$ cat config.mk
export PLATFORM = sky130hd
export DESIGN_NAME = axi_burst_store_master
export DESIGN_NICKNAME = d
export VERILOG_FILES = /design/src/rtl/axi_burst_store_master.sv
export SDC_FILE = /design/constraint.sdc
export NUM_CORES = 1
export LEC_CHECK = 0
export CAP_MARGIN = 20
export CORE_AREA = 2 2 150 152
export CTS_CLUSTER_SIZE = 12
export DETAILED_ROUTE_END_ITERATION = 8
export DIE_AREA = 0 0 152 154
export DONT_BUFFER_PORTS = 1
export HOLD_SLACK_MARGIN = 0.1
export PLACE_DENSITY = 0.35
export SETUP_SLACK_MARGIN = 0.15
export SLEW_MARGIN = 20
export SYNTH_ARGS = -nofsm -noshare
export SYNTH_HDL_FRONTEND = slang
export SYNTH_SLANG_ARGS = --single-unit
$ cat constraint.sdc
create_clock -name clk -period 2.2 [get_ports clk]
set_input_delay 0.44 -clock clk [delete_from_list [all_inputs] [get_ports clk]]
set_output_delay 0.44 -clock clk [all_outputs]
set_load 0.01 [all_outputs]
$ cat src/rtl/axi_burst_store_master.sv
// Single-burst AXI-style write initiator: one AW handshake, then len+1 W beats
// streamed straight from the upstream FIFO, then a wait for the B response.
module axi_burst_store_master #(
  parameter int ADDR_WIDTH = 32,
  parameter int DATA_WIDTH = 128
) (
  input  logic                  clk,
  input  logic                  rst,
  input  logic                  cmd_valid,
  output logic                  cmd_ready,
  input  logic [ADDR_WIDTH-1:0] cmd_addr,
  input  logic [7:0]            cmd_len,
  input  logic                  din_valid,
  output logic                  din_ready,
  input  logic [DATA_WIDTH-1:0] din_data,
  input  logic [15:0]           din_strb,
  output logic                  axi_awvalid,
  output logic [ADDR_WIDTH-1:0] axi_awaddr,
  input  logic                  axi_awready,
  output logic                  axi_wvalid,
  output logic [DATA_WIDTH-1:0] axi_wdata,
  output logic [15:0]           axi_wstrb,
  output logic                  axi_wlast,
  input  logic                  axi_wready,
  input  logic                  axi_bvalid,
  output logic                  axi_bready,
  output logic                  busy,
  output logic                  done,
  output logic [15:0]           burst_count
);

  localparam int LANE_WIDTH = DATA_WIDTH / 16;
  localparam logic [ADDR_WIDTH-1:0] BEAT_MASK = ADDR_WIDTH'(15);

  typedef enum logic [1:0] {IDLE, AW, W, B} state_t;

  state_t                  state_reg;
  logic [ADDR_WIDTH-1:0]   addr_reg;
  logic [7:0]              len_reg;
  logic [7:0]              beat_cnt_reg;
  logic                    awvalid_reg;
  logic                    bready_reg;
  logic                    busy_reg;
  logic                    cmd_ready_reg;
  logic                    done_reg;
  logic [15:0]             burst_count_reg;

  logic in_w;
  logic last_beat;
  logic w_fire;

  assign in_w      = (state_reg == W);
  // Compare happens before the increment, so len 255 yields 256 beats without wrapping.
  assign last_beat = (beat_cnt_reg == len_reg);
  assign w_fire    = in_w && din_valid && axi_wready;

  assign cmd_ready   = cmd_ready_reg;
  assign axi_awvalid = awvalid_reg;
  assign axi_awaddr  = addr_reg;
  assign axi_bready  = bready_reg;
  assign busy        = busy_reg;
  assign done        = done_reg;
  assign burst_count = burst_count_reg;

  // Data channel is a pure pass-through, gated so nothing leaks outside W.
  assign axi_wvalid = in_w && din_valid;
  assign din_ready  = in_w && axi_wready;
  assign axi_wlast  = in_w && last_beat;

  for (genvar gi = 0; gi < 16; gi++) begin : g_lane
    assign axi_wdata[gi*LANE_WIDTH +: LANE_WIDTH] =
      in_w ? din_data[gi*LANE_WIDTH +: LANE_WIDTH] : '0;
    assign axi_wstrb[gi] = in_w && din_strb[gi];
  end

  always_ff @(posedge clk) begin
    if (rst) begin
      state_reg       <= IDLE;
      addr_reg        <= '0;
      len_reg         <= '0;
      beat_cnt_reg    <= '0;
      awvalid_reg     <= 1'b0;
      bready_reg      <= 1'b0;
      busy_reg        <= 1'b0;
      cmd_ready_reg   <= 1'b1;
      done_reg        <= 1'b0;
      burst_count_reg <= '0;
    end else begin
      done_reg <= 1'b0;
      case (state_reg)
        IDLE: begin
          if (cmd_valid) begin
            addr_reg      <= cmd_addr & ~BEAT_MASK;
            len_reg       <= cmd_len;
            beat_cnt_reg  <= '0;
            awvalid_reg   <= 1'b1;
            cmd_ready_reg <= 1'b0;
            busy_reg      <= 1'b1;
            state_reg     <= AW;
          end
        end
        AW: begin
          if (axi_awready) begin
            awvalid_reg <= 1'b0;
            state_reg   <= W;
          end
        end
        W: begin
          if (w_fire) begin
            beat_cnt_reg <= beat_cnt_reg + 8'd1;
            if (last_beat) begin
              bready_reg <= 1'b1;
              state_reg  <= B;
            end
          end
        end
        B: begin
          if (axi_bvalid) begin
            bready_reg      <= 1'b0;
            busy_reg        <= 1'b0;
            cmd_ready_reg   <= 1'b1;
            done_reg        <= 1'b1;
            burst_count_reg <= burst_count_reg + 16'd1;
            state_reg       <= IDLE;
          end
        end
        default: state_reg <= IDLE;
      endcase
    end
  end

endmodule

* Word-level counts from Yosys, hierarchy flattened
Index checks and enable logic that the tools add are counted.
** Cells by class
- Add/sub/neg operators :: 2
- Equal/unequal tests :: 9
- Reductions and logical operators :: 33
- Bitwise logic cells :: 1
- Muxes and demuxes :: 37
** Operator list (count)
- 8-bit two-way mux :: 18
- 1-bit logical AND :: 20
- 16-bit by 1-bit adder with 16-bit output (second input constant) :: 1
- 8-bit case mux with 2 select lines :: 1
- 2-bit two-way mux :: 5
- 3-bit AND reduction :: 3
- 8-bit by 1-bit adder with 8-bit output (second input constant) :: 1
- 8-bit == test :: 1
- 1-bit two-way mux :: 8
- 1-bit case mux with 2 select lines :: 4
- 2-bit case mux with 4 select lines :: 1
- 2-bit nonzero test :: 4
- 2-bit != test (second input constant) :: 3
- 5-bit AND reduction :: 1
- 2-bit == test (second input constant) :: 2
- 2-bit by 1-bit != test with 1-bit output (second input constant) :: 2
- 2-bit AND reduction :: 2
- 4-bit AND reduction :: 1
- 2-bit by 1-bit == test with 1-bit output (second input constant) :: 1
- 2-bit logical NOT :: 1
- 2-bit OR reduction :: 1
- 1-bit NOT :: 1
** Storage, ports and cells
- Input bits :: 191
- Flip-flop bits (word level) :: 67
- Output and inout port bits :: 200
- Word-level logic and storage cells :: 92

* Longest topological paths before layout
- Depth in word-level cells :: 5
- Gate-level depth with buffers :: 8

* Worst setup path before layout
No wires, ideal clock.
- Kind :: register to output
- Start point :: reg state_reg[0]
- End point :: out axi_wdata[100]
- Data required time :: 1.760 ns
- Path buffers :: 3
- Data arrival time :: 1.350 ns
- Cell stages (with the launch flop) :: 7
- Setup slack :: 0.410 ns
- Cell sequence :: dfxtp_1 > inv_1 > ha_1 > buf_2 > clkbuf_1 > clkbuf_1 > and2_1
** On the way
- Cells in the longest elaborated chain, start to end :: 2
** Ends and longest elaborated chain
- from (decl) :: line 37 : state_t state_reg;
- from (signal assigned) :: line 78 : state_reg <= IDLE;
- from (signal assigned) :: line 99 : state_reg <= AW;
- from (signal assigned) :: line 105 : state_reg <= W;
- 2-bit == test :: line 52 : assign in_w = (state_reg == W);
- 8-bit two-way mux :: line 72 : in_w ? din_data[gi*LANE_WIDTH +: LANE_WIDTH] : '0;
- to (decl) :: line 21 : output logic [DATA_WIDTH-1:0] axi_wdata,
No other way between the ends.

* Worst setup path after layout
- Start point :: reg state_reg[0]
- End point :: out axi_wdata[39]
The elaborated chain is that of the path after synthesis.

==> impl_metrics.tcl <==
set metrics [dict create \
    status "finished clean" \
    grt_pass1_wl_um 24960 \
    nets 687 \
    grt_overflow 0 \
    grtUsageTotal 0.1464 \
    worstMarginPinSlew_ns 0.5117 \
    max_slew_margin 0.6581 \
    path_class "register to primary output" \
    clk_pin_slew_ns 0.06 \
    final.min_clock_period_ns 1.955 \
    first_pass_iters 4 \
    crit_path_top_delay_cell "dfxtp_2" \
    htree_levels 3 \
    rr_startpoint "state_reg[0]" \
    cts-hold-fix-buffers 0 \
    cp-start-kind "register" \
    cp_data_arrival_time_ns 1.51 \
    tritoncts "done" \
    cts_sinks 67 \
    layout-drive-gt1-share 0.08889 \
    dp_cells 755 \
    grt_pass1_vias 3275 \
    synth_top_area_frac 0.3534 \
    synth_enable_flop_cells 0 \
    slowest_delay_ns 0.34 \
    pin_count 391 \
    cts_buffer_depth 2 \
    async_reset_ff_frac 0 \
    hold_start "rst" \
    ys_warn_count 0 \
    gp_congestion 0.9706 \
    syn_area_mm2 0.003795 \
    die-height_um 154 \
    avgRoutedWirePerCell_um 23.54 \
    clk_latency_ns 0.34 \
    fp.coreArea_mm2 0.02169 \
    crit_path_cell_trace "inv_1 > ha_4 > buf_6 > and2_1" \
    fin_skew_ns 0.007455 \
    ant_nets 0 \
    synthTopCellsByCount "and2_1 (151), nand2_1 (89), dfxtp_1 (67)" \
    peakVddDrop_v 0.0002922 \
    yosysMostFrequentCell "and2_1" \
    largest_reg_flops 28 \
    cts_buffers 9 \
    setup_viol 0 \
    synth_ff_type "dfxtp_1" \
    max_freq_mhz 511.6 \
    hold_viol_final 0 \
    worstPathMaxFanout 27 \
    ys_ff_latch 67 \
    cap_viol_max_count 0 \
    vias 3386 \
    holdCritPathClass "input port to register" \
    post-route-worst-setup-slack_ns 0.2452 \
    placed_cell_area_mm2 0.004081 \
    power.density_mw_per_mm2 1018 \
    die-area_mm2 0.02341 \
    dieWidth_um 152 \
    worst_ep_required_time_ns 1.76 \
    yosys.area.top_type "dfxtp_1" \
    portBuffers 0 \
    layout.cells.non_filler 776 \
    finalPower_mw 4.651 \
    wl_um 18270 \
    synth.area.top_cells "dfxtp_1 (35%), and2_1 (25%), nand2_1 (8.8%)" \
    drc 0 \
    dr.first_iter.drc_count 160 \
    dp_slack_ns 0.2225 \
    avgViaCountPerCell 4.363 \
    clockRootBuffer "clkbuf_16" \
    avgSynthCellArea_um2 7.545 \
    finalInstanceArea_mm2 0.004569 \
    post-route-period-util 0.8886 \
    start_util 0.1750 \
    grt_setup_unrepaired "yes" \
    ys_seq_area_frac 0.3534 \
    cp-startpoint "state_reg[0]" \
    cellLeakagePower_nw 1.695 \
    rows 54 \
    setup_tns_ns 0 \
    report.final.slew_viol_count 0 \
    synth_cell_type_count 36 \
    grt_antenna_before_repair 11 \
    synthToLayoutAreaGrowth_pct 20.41 \
    grt_start_max_net_pins 64 \
    synthCells 503 \
    end_kind "primary output" \
    hpwlAfterDp_um 14530 \
]
[area by class of cell]
| class | count | area, µm² |
|---|---|---|
| Antenna cell | 1 | 2.502 |
| Clock buffer | 10 | 239.0 |
| Clock inverter | 6 | 112.6 |
| Fill cell | 2415 | 17120 |
| Inverter | 4 | 15.01 |
| Multi-Input combinational cell | 398 | 2357 |
| Sequential cell | 67 | 1344 |
| Tap cell | 280 | 350.3 |
| Timing Repair Buffer | 10 | 148.9 |
[final timing paths]
check / depth (start not counted) / end / slack (ns)
setup / recovery: 4 / axi_wdata[39] / 0.25
hold / removal: 1 / axi_awaddr[24] / 0.17
setup reg to reg: 9 / beat_cnt_reg[6] / 0.31
hold reg to reg: 2 / len_reg[0] / 0.47
[power breakdown]
group	internal [mW]	total (mW)	switching, mW
Clock	1.14	1.74	0.599
Combinational	0.475	1.33	0.852
Sequential	1.38	1.58	0.203
[worst max-delay path: cells and delay by family (launching register included)]
| kind | cells | cell delay [ns] |
|---|---|---|
| buffers and inverters | 2 | 0.33 |
| adder cells (fa/ha/maj) | 1 | 0.28 |
| flip-flops | 1 | 0.34 |
| AND/OR/NAND/NOR | 1 | 0.22 |
[what timing repair did]
action	CTS	global route
gates resized for setup	5	11
buffers inserted	2	0
pin swaps	0	2
endpoints found under the setup margin	121	77
cloned	1	1
[per-layer routing]
metal / track usage / wire, µm / up-vias
met1: 0.1465 / 6420 / 1577
met4: 0.04317 / 285 / 0
met5: 0 / 0 / -
met3: 0.05609 / 1549 / 27
li1: - / - / 1561
met2: 0.2799 / 10010 / 221
[cells by family (layout without fill, tap and decap cells)]
| logic type | Yosys count | count (layout) | synth area share |
|---|---|---|---|
| and+or+nand+nor | 304 | 304 | 0.4306 |
| DFF | 67 | 67 | 0.3534 |
| AOI/OAI and AO/OA | 57 | 57 | 0.08638 |
| buffers and inverters | 41 | 30 | 0.04583 |
| xor gates and xnor gates | 26 | 26 | 0.06001 |
| adders and majority gates | 6 | 6 | 0.01978 |
| other | 1 | 5 | 0.0009882 |
| muxes | 1 | 1 | 0.002967 |
[layout by cell type, fill, tap and decap left out, types with 2 or more instances in the layout]
cell       count
xnor2_1       13
a21oi_1       45
nor2b_1        3
dfxtp_2        2
buf_16         2
nand2_2        2
buf_4          5
inv_1          4
nand3_1        9
xor2_1        12
and2_2         3
and4_1         2
nor4_4         2
clkinv_4       2
nand4_1        5
clkbuf_16     10
ha_1           5
and2_1       147
nand2b_1       3
dfxtp_1       65
or3_1          3
nand2_1       87
bufinv_16      3
o21ai_0        3
a211oi_1       2
nor2_1        28
nor3_1         3
o21bai_1       2
conb_1         4
[metrics by stage]
stage	hold WS, ns	utilization
finish	0.1711	0.2107
global route	0.1538	0.2106
CTS	0.1483	0.2075
detailed placement	0.4586	0.1882
global placement	0.4575	0.1882
floorplan	0.4488	-
No activity file was read; power rests on OpenSTA's default activity.
